<file path="src/rtl/uart_pkg.sv">
// uart_pkg: shared UART receiver/transmitter types, constants and baud divisor helper
package uart_pkg;

   typedef enum logic [2:0] {IDLE, START, DATA, PARITY, STOP} rx_state_t;

   localparam int OVERSAMPLE = 16;
   localparam int MID_SAMPLE = 7;

   // Rounded clocks-per-oversample-tick, shared by the RX and TX sides
   function automatic int calc_divisor(input int sysclk, input int baud);
      return (sysclk + baud * (OVERSAMPLE / 2)) / (OVERSAMPLE * baud);
   endfunction

endpackage

</file>
<file path="src/rtl/uart_baud_tick.sv">
// uart_baud_tick: 16x oversample tick generator, restartable so ticks align to a start edge
module uart_baud_tick #(
   parameter int DIVISOR = 4
) (
   input  logic SysClk,
   input  logic Reset_n,
   input  logic Clear,
   output logic Tick
);

   localparam int W = (DIVISOR < 2) ? 1 : $clog2(DIVISOR);

   logic [W-1:0] r_cnt;

   if (DIVISOR < 2) begin : g_div_check
      $error("uart_baud_tick: DIVISOR must be at least 2");
   end

   // Wrapping divider; Clear restarts it so the first tick lands DIVISOR cycles later
   always_ff @(posedge SysClk) begin
      if (!Reset_n || Clear) r_cnt <= '0;
      else                   r_cnt <= (r_cnt == W'(DIVISOR - 1)) ? '0 : r_cnt + 1'b1;
   end

   assign Tick = (r_cnt == W'(DIVISOR - 1));

endmodule

</file>
<file path="src/rtl/uart_rx_deframer.sv">
// uart_rx_deframer: 16x oversampled UART receiver with even parity, stop checks and valid/ready output
module uart_rx_deframer
   import uart_pkg::*;
#(
   parameter int SYSCLK_RATE = 1000000,
   parameter int BAUD_RATE   = 9600,
   parameter int DATA_BITS   = 8,
   parameter int STOP_BITS   = 2
) (
   input  logic                 SysClk,
   input  logic                 Reset_n,
   input  logic                 RxD,
   output logic [DATA_BITS-1:0] RxData,
   output logic                 RxValid,
   input  logic                 RxReady,
   output logic                 ParityErr,
   output logic                 FramingErr,
   output logic                 Overrun,
   output logic                 Busy
);

   localparam int DIVISOR = calc_divisor(SYSCLK_RATE, BAUD_RATE);

   rx_state_t            r_state;
   logic [1:0]           r_sync;
   logic                 r_rx_prev;
   logic [3:0]           r_scount;
   logic [3:0]           r_bitcnt;
   logic                 r_stopcnt;
   logic [DATA_BITS-1:0] r_shift;
   logic                 r_perr;
   logic                 r_ferr;

   logic w_rx_s;
   logic w_fall;
   logic w_tick;
   logic w_mid;
   logic w_end;
   logic w_ferr_next;
   logic w_done;

   // Two-flop synchronizer plus previous-sample register for falling-edge detection
   always_ff @(posedge SysClk) begin
      if (!Reset_n) begin
         r_sync    <= 2'b11;
         r_rx_prev <= 1'b1;
      end else begin
         r_sync    <= {r_sync[0], RxD};
         r_rx_prev <= w_rx_s;
      end
   end

   assign w_rx_s = r_sync[1];

   uart_baud_tick #(
      .DIVISOR(DIVISOR)
   ) u_tick (
      .SysClk (SysClk),
      .Reset_n(Reset_n),
      .Clear  (w_fall),
      .Tick   (w_tick)
   );

   // Sampling strobes and frame-completion condition
   always_comb begin
      w_fall      = (r_state == IDLE) && r_rx_prev && !w_rx_s;
      w_mid       = w_tick && (r_scount == 4'(MID_SAMPLE));
      w_end       = w_tick && (r_scount == 4'(OVERSAMPLE - 1));
      w_ferr_next = r_ferr | ~w_rx_s;
      w_done      = (r_state == STOP) && w_mid && (r_stopcnt == 1'(STOP_BITS - 1));
   end

   // Frame FSM with registered word delivery and overrun reporting
   always_ff @(posedge SysClk) begin
      if (!Reset_n) begin
         r_state    <= IDLE;
         r_scount   <= '0;
         r_bitcnt   <= '0;
         r_stopcnt  <= 1'b0;
         r_shift    <= '0;
         r_perr     <= 1'b0;
         r_ferr     <= 1'b0;
         RxData     <= '0;
         RxValid    <= 1'b0;
         ParityErr  <= 1'b0;
         FramingErr <= 1'b0;
         Overrun    <= 1'b0;
      end else begin
         Overrun <= 1'b0;
         if (r_state != IDLE && w_tick) r_scount <= r_scount + 4'd1;
         case (r_state)
            IDLE: begin
               if (w_fall) begin
                  r_state   <= START;
                  r_scount  <= '0;
                  r_bitcnt  <= '0;
                  r_stopcnt <= 1'b0;
                  r_ferr    <= 1'b0;
               end
            end
            START: begin
               if (w_mid && w_rx_s) r_state <= IDLE;
               else if (w_end)      r_state <= DATA;
            end
            DATA: begin
               if (w_mid) begin
                  r_shift  <= DATA_BITS'({w_rx_s, r_shift} >> 1);
                  r_bitcnt <= r_bitcnt + 4'd1;
               end
               if (w_end && r_bitcnt == 4'(DATA_BITS)) r_state <= PARITY;
            end
            PARITY: begin
               if (w_mid) r_perr <= w_rx_s ^ (^r_shift);
               if (w_end) r_state <= STOP;
            end
            STOP: begin
               if (w_mid) begin
                  r_ferr <= w_ferr_next;
                  if (w_done) r_state <= IDLE;
                  else        r_stopcnt <= r_stopcnt + 1'b1;
               end
            end
            default: r_state <= IDLE;
         endcase
         if (w_done) begin
            if (!RxValid || RxReady) begin
               RxData     <= r_shift;
               ParityErr  <= r_perr;
               FramingErr <= w_ferr_next;
               RxValid    <= 1'b1;
            end else begin
               Overrun <= 1'b1;
            end
         end else if (RxValid && RxReady) begin
            RxValid <= 1'b0;
         end
      end
   end

   assign Busy = (r_state != IDLE);

endmodule
</file>
<file path="config.mk">
export PLATFORM = sky130hd
export DESIGN_NAME = uart_rx_deframer
export DESIGN_NICKNAME = d
export VERILOG_FILES = /design/src/rtl/uart_pkg.sv /design/src/rtl/uart_baud_tick.sv /design/src/rtl/uart_rx_deframer.sv
export SDC_FILE = /design/constraint.sdc
export NUM_CORES = 1
export LEC_CHECK = 0
export CAP_MARGIN = 20
export CORE_AREA = 5 5 67 69
export DETAILED_ROUTE_END_ITERATION = 12
export DIE_AREA = 0 0 72 74
export DONT_BUFFER_PORTS = 1
export PLACE_DENSITY = 0.66
export SLEW_MARGIN = 10
export SYNTH_ARGS = -nofsm -noshare
export SYNTH_HDL_FRONTEND = slang
export SYNTH_SLANG_ARGS = --single-unit
</file>
<file path="constraint.sdc">
create_clock -name SysClk -period 1.8 [get_ports SysClk]
set_clock_uncertainty 0.15 [all_clocks]
set_input_delay 0.36 -clock SysClk [delete_from_list [all_inputs] [get_ports SysClk]]
set_output_delay 0.36 -clock SysClk [all_outputs]
set_load 0.01 [all_outputs]
</file>
# Yosys cells after proc, flatten, opt, wreduce, memory -nomap -nowiden
# Index checks and enable logic that the tools add are counted.
[totals]
register_bits = 40
inputBits = 4
out_inout_bits = 13
word_cells = 94
[classes]
n_addsub = 4
eq_ne = 17
n_mux = 24
bitwise = 3
reduce_logical = 31
[ops]
columns = ["operator", "n"]
rows = [
  ["2-to-1 mux 3 bit", 7],
  ["2-to-1 mux 4 bit", 5],
  ["case mux 3 bit (5 select lines)", 1],
  ["inequality test 2 bit (second input constant)", 6],
  ["logical AND 1 bit", 10],
  ["AND reduction 2 bit", 5],
  ["adder 4 x 1 -> 4 bit (second input constant)", 2],
  ["equality test 4 bit (second input constant)", 2],
  ["2-to-1 mux 1 bit", 8],
  ["case mux 4 bit (2 select lines)", 1],
  ["XOR reduction 8 bit", 1],
  ["equality test 3 x 2 -> 1 bit (second input constant)", 2],
  ["equality test 3 bit (second input constant)", 2],
  ["AND reduction 3 bit", 2],
  ["AND reduction 6 bit", 1],
  ["nonzero test 2 bit", 3],
  ["equality test 4 x 3 -> 1 bit (second input constant)", 1],
  ["inequality test 2 x 1 -> 1 bit (second input constant)", 2],
  ["case mux 1 bit (2 select lines)", 2],
  ["AND reduction 4 bit", 1],
  ["adder 3 x 1 -> 3 bit (second input constant)", 1],
  ["equality test 3 x 1 -> 1 bit (second input constant)", 1],
  ["logical NOT 1 bit", 3],
  ["logical NOT 3 bit", 1],
  ["other kinds (8)", 9],
]

# Logic depth before layout (Yosys ltp)
# Gate-level depths: netlist of run 1.
[logic_depth]
ltp_word = 7
ltp_mapped = 8
ltp_nobuf = 7

# Cells and area by module
# Synthesis of run 1 repeated with hierarchy kept, for this count alone.
[hier_totals]
cells_unflattened = 187
hier_area_um2 = 1805.5
[by_module_without_submodules]
columns = ["mod", "instances", "cells_each", "area_each_um2", "seq_area_each_um2"]
rows = [
  ["uart_rx_deframer", 1, 174, 1666.6, 740.7],
  ["uart_baud_tick", 1, 13, 138.9, 60.1],
]

# Least setup slack after synthesis of run 1
# Ideal clock, no wire load.
[synth_path]
kind = "register to register"
startpoint = "register r_state[2]"
endpoint = "register FramingErr"
setup_ns = 0.122
t_arrival_ns = 1.645
required_time_ns = 1.528
path_slack_ns = -0.117
stages_incl_launch_ff = 7
n_path_buf = 2
synth_period_minus_slack_ns = 1.917
cell_sequence = "dfxtp_1 > or3b_1 > buf_2 > nor4b_4 > nand2b_2 > buf_6 > o311a_1"
[synth_between]
elab_chain_len = 4
[synth_rtl]
columns = ["element", "line", "text"]
rows = [
  ["from (decl)", "uart_rx_deframer.sv:24", "rx_state_t r_state;"],
  ["from (signal assigned)", "uart_rx_deframer.sv:76", "r_state <= IDLE;"],
  ["from (signal assigned)", "uart_rx_deframer.sv:94", "r_state <= START;"],
  ["from (signal assigned)", "uart_rx_deframer.sv:102", "if (w_mid && w_rx_s) r_state <= IDLE;"],
  ["equality test 3 bit", "uart_rx_deframer.sv:70", "w_done = (r_state == STOP) && w_mid && (r_stopcnt == 1'(STOP_BITS - 1));"],
  ["logical AND 1 bit (2 in series)", "uart_rx_deframer.sv:70", ""],
  ["AND reduction 2 bit (no line)", "-", ""],
  ["to (signal assigned)", "uart_rx_deframer.sv:129", "FramingErr <= w_ferr_next;"],
  ["to (decl)", "uart_rx_deframer.sv:17", "output logic FramingErr,"],
]
# Every way passes these cells.
# A chain may end at the register's enable or synchronous reset.

# Worst setup path after layout of run 1
[layout_path]
startpoint = "register r_scount[0]"
endpoint = "register RxData[2]"
[layout_between]
elab_chain_len = 5
[layout_rtl]
columns = ["element", "line", "text"]
rows = [
  ["from (decl)", "uart_rx_deframer.sv:27", "logic [3:0] r_scount;"],
  ["from (signal assigned)", "uart_rx_deframer.sv:90", "if (r_state != IDLE && w_tick) r_scount <= r_scount + 4'd1;"],
  ["equality test 4 x 3 -> 1 bit", "uart_rx_deframer.sv:67", "w_mid = w_tick && (r_scount == 4'(MID_SAMPLE));"],
  ["logical AND 1 bit", "uart_rx_deframer.sv:67", ""],
  ["logical AND 1 bit (2 in series)", "uart_rx_deframer.sv:70", ""],
  ["AND reduction 2 bit (no line)", "-", ""],
  ["to (signal assigned)", "uart_rx_deframer.sv:127", "RxData <= r_shift;"],
  ["to (decl)", "uart_rx_deframer.sv:13", "output logic [DATA_BITS-1:0] RxData,"],
]
# Every way passes these cells.

==> impl_metrics.py, run 1 <==
metrics = {
    "logic_synthesis": {
        "synthAdderAreaFrac": 0.0338,
        "async_reset_ff_frac": 0,
        "synthSimpleGateAreaFrac": 0.227,
        "yosysTopAreaCell": "dfxtp_1",
        "yosys.area_share.xor_xnor": 0.0641,
        "muxShareOfSynthArea": 0.108,
        "synth_area_per_cell_um2": 9.80,
        "syn_area_mm2": 0.00185,
        "synth-seq-cells": 40,
        "synth-compound-area-share": 0.0925,
        "yosysUniqueCellTypes": 41,
        "ys_seq_area_frac": 0.432,
        "syn_nets": 198,
        "synth-main-ff-cell": "dfxtp_1",
        "synthCells": 189,
        "synth-edff-count": 0,
        "yosys_warnings": 0,
        "yosysTopAreaCellShare": 0.432,
        "synth_top_family_by_area": "simple AND/OR/NAND/NOR gates",
        "synth_area_leaders": "dfxtp_1, mux2i_1, nor2b_1",
    },
    "cts": {
        "cts_tree": "yes",
        "cts.clk_slew.worst_paths_ns": 0.08,
        "htree_levels": 2,
        "cts_buffers": 5,
        "clockBufferDepth": 2,
        "clk_latency_ns": 0.29,
        "cts_root_buf": "clkbuf_8",
        "cts.sinks": 40,
    },
    "setup_path": {
        "start_kind": "flip-flop",
        "slowest_delay_ns": 0.37,
        "crit_chain": "ha_4 > nand4_4 > nor4b_4 > nand2b_4 > buf_12 > mux2i_1 > nor2b_1",
        "critical-path-slowest-cell": "nor4b_4",
        "worstSetupEndpointType": "flip-flop",
        "cp_max_fo": 8,
        "crit_required_ns": 1.84,
        "crit_arrival_ns": 1.81,
        "r2r_cells": 7,
        "path_class": "flip-flop to flip-flop",
    },
    "placed_design": {
        "gp_congestion": 0.923,
        "portBuffers": 0,
        "dp_hpwl_mm": 2.56,
    },
    "detailed_routing": {
        "wirelength_mm": 3.71,
        "drtIter0Drc": 91,
        "antenna_left": 0,
        "wl_per_cell_um": 14.4,
        "vias_per_cell": 5.43,
        "num_vias": 1402,
        "route.detailed.drc": 0,
        "first_pass_iters": 5,
    },
    "timing": {
        "fin_tns_setup_ns": 0,
        "worst_pin_slew_ns": 0.412,
        "slew_viol_final": 0,
        "holdWs_ns": 0.0248,
        "finalSetupViolations": 0,
        "slew_headroom": 0.725,
        "hold_viol": 0,
        "finalCriticalPeriod_ns": 1.77,
        "timing.final.crit_share": 0.984,
        "rsz0062_at_grt": "yes",
        "max_freq_ghz": 0.565,
    },
    "cells_and_area": {
        "final_util": 0.580,
        "final_common_cell": "dfxtp_1",
        "nFillCells": 343,
        "nets": 216,
        "drive_above_1_share": 0.226,
        "n_antenna_cell": 0,
        "layout_common_cells": "dfxtp_1, nor2b_1, mux2i_1",
        "area_delta_synth_final_pct": 20.7,
    },
    "power_and_ir_drop": {
        "p_sw_uw": 417,
        "p_seq_frac": 0.499,
        "combPwrFrac": 0.109,
        "switching_share": 0.227,
        "leakagePower_nw": 0.883,
        "intPower_mw": 1.42,
        "vdd_drop_max_mv": 0.547,
        "clock_power_share": 0.392,
        "powerDensity_mw_per_mm2": 823,
    },
    "die": {
        "start_util": 0.481,
        "core_mm2": 0.00386,
        "die-area_mm2": 0.00533,
        "rows": 23,
        "die_h_um": 74,
        "die_w_um": 72,
        "io_pins": 17,
    },
    "grt": {
        "grt_pass1_wl_mm": 5.96,
        "grt-ovfl-total": 0,
        "grt_max_degree": 31,
        "antenna_found_initial": 0,
        "grt_pass1_vias": 1305,
        "track_usage": 0.145,
    },
    "outcome": {
        "outcome": "complete, no violations",
    },
    "worst_hold_path": {
        "hp-class": "primary input to flip-flop",
        "min_path_cells": 1,
    },
    "run": {
        "cap_violations": 0,
    },
}
worst paths after layout:
kind | from | slack [ns] | to
setup / recovery | r_scount[0] | 0.03 | RxData[2]
hold reg to reg | r_sync[0] | 0.26 | r_sync[1]
setup reg to reg | r_scount[0] | 0.03 | RxData[2]
hold / removal | RxD | 0.02 | r_sync[0]
sequential cells by signal, summed over array words and instances, names as in the netlist, 2 cells and up:
register,count
RxData,8
u_tick.r_cnt,3
r_state,3
r_sync,2
r_bitcnt,4
r_scount,4
r_shift,8
synth_stat cells (2+ instances only):
master	count
nand3b_1	2
nand3_1	3
clkbuf_1	7
nand2_1	8
nand2b_1	4
nor2_1	11
dfxtp_1	40
a211oi_1	2
nor2b_1	23
ha_1	5
a31oi_1	2
xor2_1	3
mux2i_1	20
nor4_1	3
buf_2	3
and3_1	2
a21boi_0	4
nor3b_1	2
o21ai_0	6
inv_1	7
xnor2_1	8
a21oi_1	5
cells by family after synthesis:
group           count (synthesis)
fa+ha+maj                       5
compound gates                 26
flops                          40
simple gates                   68
mux                            20
xor+xnor                       12
buf+inv                        18
power by group through the flow:
| stage | registers (mW) | logic, mW | clock network, mW |
|---|---|---|---|
| 4_1_cts | 0.916 | 0.165 | 0.736 |
| 3_5_place_dp | 0.934 | 0.147 | 0 |
| 5_1_grt | 0.921 | 0.218 | 0.777 |
| 3_3_place_gp | 0.933 | 0.143 | 0 |
| 2_1_floorplan | 0.932 | 0.103 | 0 |
| 6_report | 0.919 | 0.201 | 0.722 |
area by class of cell:
| cell class | count | area (µm²) | share of cell area |
|---|---|---|---|
| multi-input combinational | 131 | 1030 | 0.460 |
| inverter | 7 | 26.3 | 0.0117 |
| clock buffer | 6 | 72.6 | 0.0324 |
| tap | 50 | 62.6 | 0.0280 |
| sequential | 40 | 808 | 0.361 |
| clock inverter | 2 | 35.0 | 0.0157 |
| timing repair buffer | 22 | 204 | 0.0912 |
routing by layer:
layer / share of wire / wire length (µm) / global-route usage
met2: 0.47 / 1760 / 0.235
met4: 0.021 / 76 / 0.0626
met5: 0 / 0 / 0
met3: 0.072 / 266 / 0.0595
met1: 0.43 / 1610 / 0.170
critical path: cells and delay by family, from the launching register on:
kind                     cells  cell delay, ns
AND/OR/NAND/NOR              4            0.70
multiplexers                 1            0.15
buffers and inverters        1            0.15
flip-flops                   1            0.35
adder cells (fa/ha/maj)      1            0.16
through the flow:
step                setup slack, ns  cells  instance area, µm²  total power, mW
finish                       0.0287    258                2240             1.84
global route                 -0.112    258                2240             1.92
CTS                         -0.0113    255                2160             1.82
detailed placement          -0.0505    246                2010             1.08
global placement           -0.00297    246                2010             1.08
floorplan                   -0.0683    189                1860             1.04
repair_timing:
item,in CTS,in global routing
setup buffers,0,3
hold buffers,1,0
gates resized for setup,9,11
endpoints found under the setup margin,20,31
pin swaps,3,3
endpoints found under the hold margin,3,0
(Power assumes the default switching activity.)
==> run 2, diff against run 1 <==
CAP_MARGIN = 30   (was 20)
==> results of run 2 <==
The final DEF is identical to that of run 1; final timing and power are the same.
==> run 3, diff against run 2 <==
CORE_AREA = 5 5 75 77   (was 5 5 67 69)
DIE_AREA = 0 0 80 82   (was 0 0 72 74)
PLACE_DENSITY = default   (was 0.66)
==> impl_metrics.py, run 3 (same netlist as run 1, synthesis figures left out) <==
metrics = {
    "cts": {
        "clockBufferDepth": 2,
        "cts.clk_slew.worst_paths_ns": 0.08,
        "cts_root_buf": "clkbuf_8",
        "cts_buffers": 5,
        "cts.sinks": 40,
        "htree_levels": 2,
        "cts_tree": "yes",
        "clk_latency_ns": 0.29,
    },
    "setup_path": {
        "crit_required_ns": 1.29,
        "path_class": "flip-flop to primary output",
        "cp_max_fo": 10,
        "crit_arrival_ns": 1.27,
        "start_kind": "flip-flop",
        "worstSetupEndpointType": "primary output",
    },
    "timing": {
        "slew_viol_final": 0,
        "finalSetupViolations": 0,
        "max_freq_ghz": 0.561,
        "worst_pin_slew_ns": 0.445,
        "finalCriticalPeriod_ns": 1.78,
        "timing.final.crit_share": 0.991,
        "slew_headroom": 0.703,
        "setup_slack_ns": 0.0169,
        "holdWs_ns": 0.0176,
        "rsz0062_at_grt": "yes",
        "hold_viol": 0,
    },
    "die": {
        "die-area_mm2": 0.00656,
        "rows": 26,
        "io_pins": 17,
        "die_h_um": 82,
        "start_util": 0.375,
        "core_mm2": 0.00494,
        "die_w_um": 80,
    },
    "cells_and_area": {
        "area_delta_synth_final_pct": 23.1,
        "nets": 217,
        "n_antenna_cell": 0,
        "largest_registers": "RxData (8), r_shift (8)",
        "nFillCells": 475,
        "final_common_cell": "dfxtp_1",
        "layout_common_cells": "dfxtp_1, nor2b_1, mux2i_1",
        "drive_above_1_share": 0.230,
    },
    "outcome": {
        "outcome": "complete, no violations",
    },
    "power_and_ir_drop": {
        "vdd_drop_max_mv": 0.415,
        "leakagePower_nw": 0.887,
        "powerDensity_mw_per_mm2": 803,
    },
    "detailed_routing": {
        "route.detailed.drc": 0,
        "vias_per_cell": 4.70,
        "num_vias": 1312,
        "wirelength_mm": 3.51,
        "wl_per_cell_um": 12.6,
        "drtIter0Drc": 98,
        "first_pass_iters": 4,
        "antenna_left": 0,
    },
    "grt": {
        "track_usage": 0.117,
        "grt_pass1_vias": 1293,
        "grt_pass1_wl_mm": 5.96,
        "grt-ovfl-total": 0,
        "antenna_found_initial": 0,
        "grt_max_degree": 31,
    },
    "placed_design": {
        "dp_hpwl_mm": 2.37,
        "gp_congestion": 0.830,
        "pre_cts_ws_ns": -0.136,
        "portBuffers": 0,
    },
    "run": {
        "cap_violations": 0,
    },
    "worst_hold_path": {
        "hp-class": "primary input to flip-flop",
    },
}
## run 3: stage by stage
| step | std cells | power (mW) | util | area (µm²) | TNS (ns) |
|---|---|---|---|---|---|
| after floorplan | 189 | 1.04 | - | 1860 | -0.0683 |
| after global placement | 267 | 1.09 | 0.416 | 2060 | -0.359 |
| after detailed placement | 267 | 1.09 | 0.416 | 2060 | -0.683 |
| after CTS | 278 | 1.84 | 0.453 | 2240 | -0.00106 |
| after global routing | 279 | 1.91 | 0.461 | 2280 | -0.143 |
| final | 279 | 1.83 | 0.461 | 2280 | 0 |
## run 3: final cells by class
class                   count  area [µm²]  share of cell area
flip-flops and latches     40         807               0.354
inverters                   7        26.3              0.0115
clock buffers               5        68.8              0.0302
repair buffers             23         208              0.0911
multi-input cells         131        1040               0.456
clock inverters             3        42.5              0.0187
well taps                  70        87.6              0.0384
## run 3: final timing paths
kind | cells after the start | slack, ns | from | endpoint
min reg2reg | 1 | 0.27 | r_sync[0] | r_sync[1]
max | 3 | 0.02 | r_state[0] | Busy
min | 1 | 0.02 | RxD | r_sync[0]
max reg2reg | 6 | 0.06 | r_state[1] | RxData[2]
## run 3: power breakdown
| part | total, mW | internal, mW | leakage [nW] | switching, mW |
|---|---|---|---|---|
| Sequential | 0.918 | 0.904 | 0.326 | 0.0144 |
| Clock | 0.722 | 0.410 | 0.0541 | 0.311 |
| Combinational | 0.192 | 0.0999 | 0.507 | 0.0917 |
## run 3: timing repair
item,in CTS,in global routing
endpoints found under the hold margin,3,0
buffers inserted,2,1
pin swaps,5,6
hold buffers,1,0
endpoints found under the setup margin,13,25
gates resized for setup,11,11
## run 3: layer usage
metal,part of all wire,routed length (µm),vias up,global-route usage
met5,0,0,-,0
met4,0.015,52,0,0.0456
met3,0.044,155,4,0.0318
met2,0.44,1550,29,0.175
met1,0.50,1750,599,0.159
li1,-,-,680,-
## run 3: critical path, cell delays in order (launching register included)
cell and delay (ns):
dfxtp_2 0.33, buf_6 0.14, or3_4 0.39, buf_6 0.13
